### src/rtl/mux_rr_arbiter.sv
// Round-robin arbiter sharing one 4:1 data mux between four requesters,
// with a bounded per-holder tenure and bubble-free handoff.
module mux_rr_arbiter #(
  parameter int WIDTH    = 1,
  parameter int MAX_HOLD = 4
) (
  input  logic               clk,
  input  logic               rst,
  input  logic [3:0]         req,
  input  logic [4*WIDTH-1:0] i,
  output logic [3:0]         grant,
  output logic [1:0]         select,
  output logic               busy,
  output logic [WIDTH-1:0]   y_out
);

  localparam int HW = (MAX_HOLD > 1) ? $clog2(MAX_HOLD) : 1;
  localparam logic [HW-1:0] HOLD_LAST = HW'(MAX_HOLD - 1);

  typedef enum logic {IDLE, GRANT} state_t;

  state_t        state;
  logic [1:0]    ptr;
  logic [HW-1:0] hold_cnt;

  logic [1:0]       search_start;
  logic             found;
  logic [1:0]       winner;
  logic             release_now;
  logic [WIDTH-1:0] lane [4];

  // First requester at or after start, wrapping mod 4; {found, index}.
  function automatic logic [2:0] pick(input logic [3:0] r, input logic [1:0] start);
    logic [2:0] res;
    logic [1:0] k;
    res = '0;
    for (int off = 3; off >= 0; off--) begin
      k = start + 2'(off);
      if (r[k]) res = {1'b1, k};
    end
    return res;
  endfunction

  always_comb begin
    search_start = (state == IDLE) ? ptr : select + 2'd1;
    {found, winner} = pick(req, search_start);
    release_now = !req[select] || (hold_cnt == HOLD_LAST);
  end

  always_ff @(posedge clk) begin
    if (rst) begin
      state    <= IDLE;
      grant    <= '0;
      select   <= '0;
      ptr      <= '0;
      hold_cnt <= '0;
    end else begin
      case (state)
        IDLE: begin
          if (found) begin
            grant    <= 4'b0001 << winner;
            select   <= winner;
            hold_cnt <= '0;
            state    <= GRANT;
          end
        end
        GRANT: begin
          if (release_now) begin
            ptr <= select + 2'd1;
            if (found) begin
              grant    <= 4'b0001 << winner;
              select   <= winner;
              hold_cnt <= '0;
            end else begin
              grant    <= '0;
              hold_cnt <= '0;
              state    <= IDLE;
            end
          end else begin
            hold_cnt <= hold_cnt + 1'b1;
          end
        end
        default: state <= IDLE;
      endcase
    end
  end

  for (genvar k = 0; k < 4; k++) begin : g_lane
    assign lane[k] = i[k*WIDTH +: WIDTH];
  end

  assign busy  = |grant;
  assign y_out = busy ? lane[select] : '0;

endmodule
### config.mk
export PLATFORM = sky130hd
export DESIGN_NAME = mux_rr_arbiter
export DESIGN_NICKNAME = d
export VERILOG_FILES = /design/src/rtl/mux_rr_arbiter.sv
export SDC_FILE = /design/constraint.sdc
export NUM_CORES = 1
export LEC_CHECK = 0
export CORE_MARGIN = 3
export CORE_UTILIZATION = 43
export CTS_BUF_LIST = sky130_fd_sc_hd__clkbuf_16
export CTS_CLUSTER_DIAMETER = 60
export DETAILED_ROUTE_END_ITERATION = 10
export GPL_TIMING_DRIVEN = 0
export PLACE_DENSITY = 0.85
export SLEW_MARGIN = 20
export SYNTH_ARGS = -nofsm -noshare
export SYNTH_HDL_FRONTEND = slang
export SYNTH_SLANG_ARGS = --single-unit
### constraint.sdc
create_clock -name clk -period 2 [get_ports clk]
set_clock_uncertainty 0.2 [all_clocks]
set_input_delay 0.4 -clock clk [delete_from_list [all_inputs] [get_ports clk]]
set_output_delay 0.4 -clock clk [all_outputs]
set_load 0.1 [all_outputs]
# Yosys cells after proc, flatten, opt, wreduce, memory -nomap -nowiden
# Cells that the tools add are included.
dict set report totals {
  regBits 11
  latchBits 0
  mem_bits_rw 0
  romBits 0
  out_inout_bits 8
  elab_cells 59
  mem_count 0
}
dict set report classes {
  addsub 5
  n_mul 0
  n_div 0
  order_cmp 6
  n_eq_ne 3
  n_shift 1
  mux 32
  bitwise_logic 2
  reduce_logical 5
}
# op n
set ops {}
lappend ops {{2-bit by 3-bit < comparator with 1-bit output, second input constant} 5}
lappend ops {{1-bit binary-select mux with 2-bit select} 6}
lappend ops {{3-bit two-way mux} 4}
lappend ops {{4-bit two-way mux} 3}
lappend ops {{1-bit two-way mux} 10}
lappend ops {{2-bit two-way mux} 5}
lappend ops {{2-bit one-hot mux with 2 select lines} 2}
lappend ops {{4-bit one-hot mux with 2 select lines} 1}
lappend ops {{2-bit by 1-bit adder with 2-bit output, second input constant} 3}
lappend ops {{2-bit adder, second input constant} 2}
lappend ops {{2-bit AND reduction} 2}
lappend ops {{4-bit OR reduction} 1}
lappend ops {{1-bit by 2-bit left shift with 4-bit output, first input constant} 1}
lappend ops {{3-bit greater-or-equal comparator, second input constant} 1}
lappend ops {{2-bit inverter with 3-bit output} 1}
lappend ops {{2-bit equality test, second input constant} 1}
lappend ops {{2-bit by 1-bit != test with 1-bit output, second input constant} 1}
lappend ops {{2-bit != test, second input constant} 1}
lappend ops {{1-bit one-hot mux with 2 select lines} 1}
lappend ops {{1-bit zero test} 1}
lappend ops {{1-bit logical OR} 1}
lappend ops {{1-bit inverter} 1}

# Logic depth before layout (Yosys ltp)
dict set report logic_depth {
  word_depth 13
  depth_mapped 6
  mapped_depth_nobuf 6
}

# Least setup slack after synthesis
# OpenSTA, ideal clock, no wires.
dict set report synth_path {
  path_kind {register -> output}
  from {reg grant[3]}
  to {out y_out}
  arrival_time_ps 2662
  t_required_ps 1400
  path_slack_ps -1262
  stages_incl_launch_ff 3
  path_buffers 0
  cell_sequence {dfxtp_1 or4_1 and2_1}
}
dict set report synth_between {
  elab_chain_cells 2
}
# element line
set synth_lines {}
lappend synth_lines {{start, declared} 11} ;# output logic [3:0] grant,
lappend synth_lines {{start signal, assigned} 61} ;# grant <= 4'b0001 << winner;
lappend synth_lines {{start signal, assigned} 71} ;# grant <= 4'b0001 << winner;
lappend synth_lines {{4-bit OR reduction} 92} ;# assign busy = |grant;
lappend synth_lines {{named net busy} 13} ;# output logic busy,
lappend synth_lines {{1-bit two-way mux} 93} ;# assign y_out = busy ? lane[select] : '0;
lappend synth_lines {{end, declared} 14} ;# output logic [WIDTH-1:0] y_out
# The timed path passes the listed nets, and every way through them passes these cells.

# Worst setup path after layout
dict set report layout_path {
  from {reg select[0]}
  to {out y_out}
}
dict set report layout_between {
  elab_chain_cells 5
}
# element line
set layout_lines {}
lappend layout_lines {{start, declared} 12} ;# output logic [1:0] select,
lappend layout_lines {{start signal, assigned} 62} ;# select <= winner;
lappend layout_lines {{start signal, assigned} 72} ;# select <= winner;
lappend layout_lines {{2-bit inverter with 3-bit output (implied by the code)} 93}
lappend layout_lines {{1-bit binary-select mux with 2-bit select} 93}
lappend layout_lines {{1-bit two-way mux (implied by the code) (2 in series)} 93}
lappend layout_lines {{1-bit two-way mux} 93}
# No other way between the ends. The select of a mux whose other input is x is not followed.

==> results.ini <==
[synthesis]
yosysWarnings=0
async_reset_ff_frac=0
seq_area_frac_synth=0.2983
ys_seq_elements=11
synth_cell_type_count=44
synth_edf_count=0
synth-main-ff-cell=dfxtp_1
synth_nets=88
netlist_area_um2=738.2
synth_cells=77
syn_area_per_cell_um2=9.587

[sta]
final.setup.worst_slack_ps=-69.11
post-route-period-util=1.035
report.final.slew_viol_count=0
period_needed_ps=2069
hold_viol_final=0
slew_headroom=0.3586
worst_pin_slew_ps=966.0
rsz0062_at_grt=yes
fin_setup_tns_ps=-103.4
finalSetupViolCount=2
clock.fmax_mhz=483.3

[clock_network]
clk_pin_slew_worst_paths_ps=40
clock_sinks=11
root_buffer=clkbuf_16
cts_buffers=3
cts_buffer_depth=2
cts_tree=done
clkLatencyLatePin_ps=240
postCtsHoldBufs=0
htree_levels=1

[worst_setup_path]
critPathArrivalTime_ps=1470
slowest_delay_ps=480
criticalPathCategory=reg -> out
cp_max_fo=2
endpoint_kind=output port
critPathRequiredTime_ps=1400
cp_cell_sequence=buf_8 -> mux4_2 -> and2_4 -> buf_12
startpoint_type=flop
rr_worst_depth=7
slowest_stage=mux4_2

[power_and_ir_drop]
vdd_ir_drop_max_mv=0.7871
p_sw_frac=0.3830
p_leak_nw=0.4498
p_switching_w=0.0004091
p_seq_frac=0.247
intPower_w=0.0006592
p_per_area_nw_per_um2=946.6
clock_power_share=0.337
combPwrFrac=0.416

[worst_hold_path]
whs_path_depth=1
hold_path_class=reg -> reg

[detailed_routing]
drcViolationCount=0
vias=668
firstDrtPassIters=4
wire_per_inst_um=16.33
dr.first_iter.drc_count=6
viasPerCell=5.860
drt_wl_total_mm=1.862
detail-route-antenna-nets=0

[layout]
finish.utilization=0.7239
layout.nets=110
syn_to_final_growth_pct=52.88
drive_above_1_share=0.4796
antenna_cells=0

[die]
core-area_um2=1559
start_util=0.4735
row_count=14
die_y_um=47.44
dieArea_um2=2250
io_pins=18
die_w_um=47.44

[grt]
grt_pass1_wl_mm=2.732
antenna_found_initial=0
grt.overflow.total=0
track_usage=0.1836
grt_max_degree=11
first_global_vias=604

[place]
place.port_buffers=16
gp_congestion=0.7926
dp_hpwl_mm=1.254
place_ws_ps=-982.7

[run]
cap_violations=0

[outcome]
status=complete, but fails checks
violations=negative setup slack

==> metal layers <==
layer	vias to the layer above	wire length, um	track usage
met3	5	86	0.05263
met2	15	970	0.2861
met1	320	755	0.2109
met5	-	0	0
li1	328	-	-
met4	0	50	0.1381
==> registers in the layout, indices dropped and copies added (netlist names) <==
name      flops
select        2
hold_cnt      2
grant         4
ptr           2
state         1
==> placed cells by master (no fill, tap or decap), types with 3 or more instances in the layout <==
| master | count |
|---|---|
| dfxtp_4 | 5 |
| nor3_1 | 3 |
| nor2_1 | 6 |
| dfxtp_1 | 4 |
| mux2i_1 | 3 |
| clkdlybuf4s15_2 | 3 |
| clkbuf_16 | 3 |
| dlygate4sd2_1 | 9 |
| inv_1 | 6 |
| buf_4 | 3 |
==> Yosys cell counts (all sizes together) (3+ instances only) <==
cell type	number	area (um^2)
dfxtp	11	220.2
mux2i	3	30.03
nor3	3	15.01
and2	3	21.28
nor2	8	37.54
buf	4	28.78
nand2	4	20.02
inv	6	22.52
a211oi	3	27.52
==> timing repair <==
item                       in CTS  in global routing
gates cloned                    0                  0
gates resized for setup        44                 11
pin swaps                       2                  2
buffers inserted                1                  0
setup endpoints to repair      17                 12
==> final cells by class <==
type	count	area, um^2
well taps	16	20.02
clock inverters	1	3.754
repair buffers	17	161.4
multi-input cells	56	569.3
flip-flops and latches	11	241.5
fillers	122	430.4
clock buffers	3	75.07
plain buffers	4	35.03
inverters	6	22.52
==> kinds of logic after synthesis <==
kind of cell | Yosys count | share of synthesized area
AO/OA/AOI/OAI | 18 | 0.2254
XOR/XNOR | 2 | 0.02373
adder cells (fa/ha/maj) | 1 | 0.01695
buffers and inverters | 10 | 0.06949
flip-flops | 11 | 0.2983
multiplexers | 7 | 0.1322
AND/OR/NAND/NOR | 28 | 0.2339
==> metrics by stage <==
| stage | area (um^2) | hold slack, ps | total power (W) | std cells |
|---|---|---|---|---|
| finish | 1129 | 274.1 | 0.001068 | 114 |
| global route | 1129 | 284.1 | 0.001120 | 114 |
| CTS | 1076 | 273.2 | 0.001050 | 114 |
| detailed placement | 957.2 | 263.7 | 0.0006683 | 109 |
| global placement | 957.2 | 256.4 | 0.0006613 | 109 |
| floorplan | 777.0 | 267.0 | 0.0005805 | 77 |
==> critical path: cells and delay by family, from the launching register on <==
family                 cells  cell delay (ps)
buffers and inverters      2              250
flip-flops                 1              340
multiplexers               1              480
AND/OR/NAND/NOR            1              160
==> power by group through the flow <==
stage               sequential (W)  combinational (W)  clock (W)
finish                    0.000264           0.000444   0.000360
global route              0.000267           0.000467   0.000387
CTS                       0.000262           0.000420   0.000368
detailed placement        0.000265           0.000403          0
global placement          0.000263           0.000398          0
floorplan                 0.000351           0.000229          0
==> final timing paths <==
| kind | startpoint | endpoint | slack (ps) |
|---|---|---|---|
| worst min register to register | grant[1] | grant[1] | 270 |
| worst max register to register | select[0] | ptr[0] | 0 |
| worst max-delay path | select[0] | y_out | -70 |
| worst min-delay path | grant[1] | grant[1] | 270 |
Power figures use the tool's default switching activity.
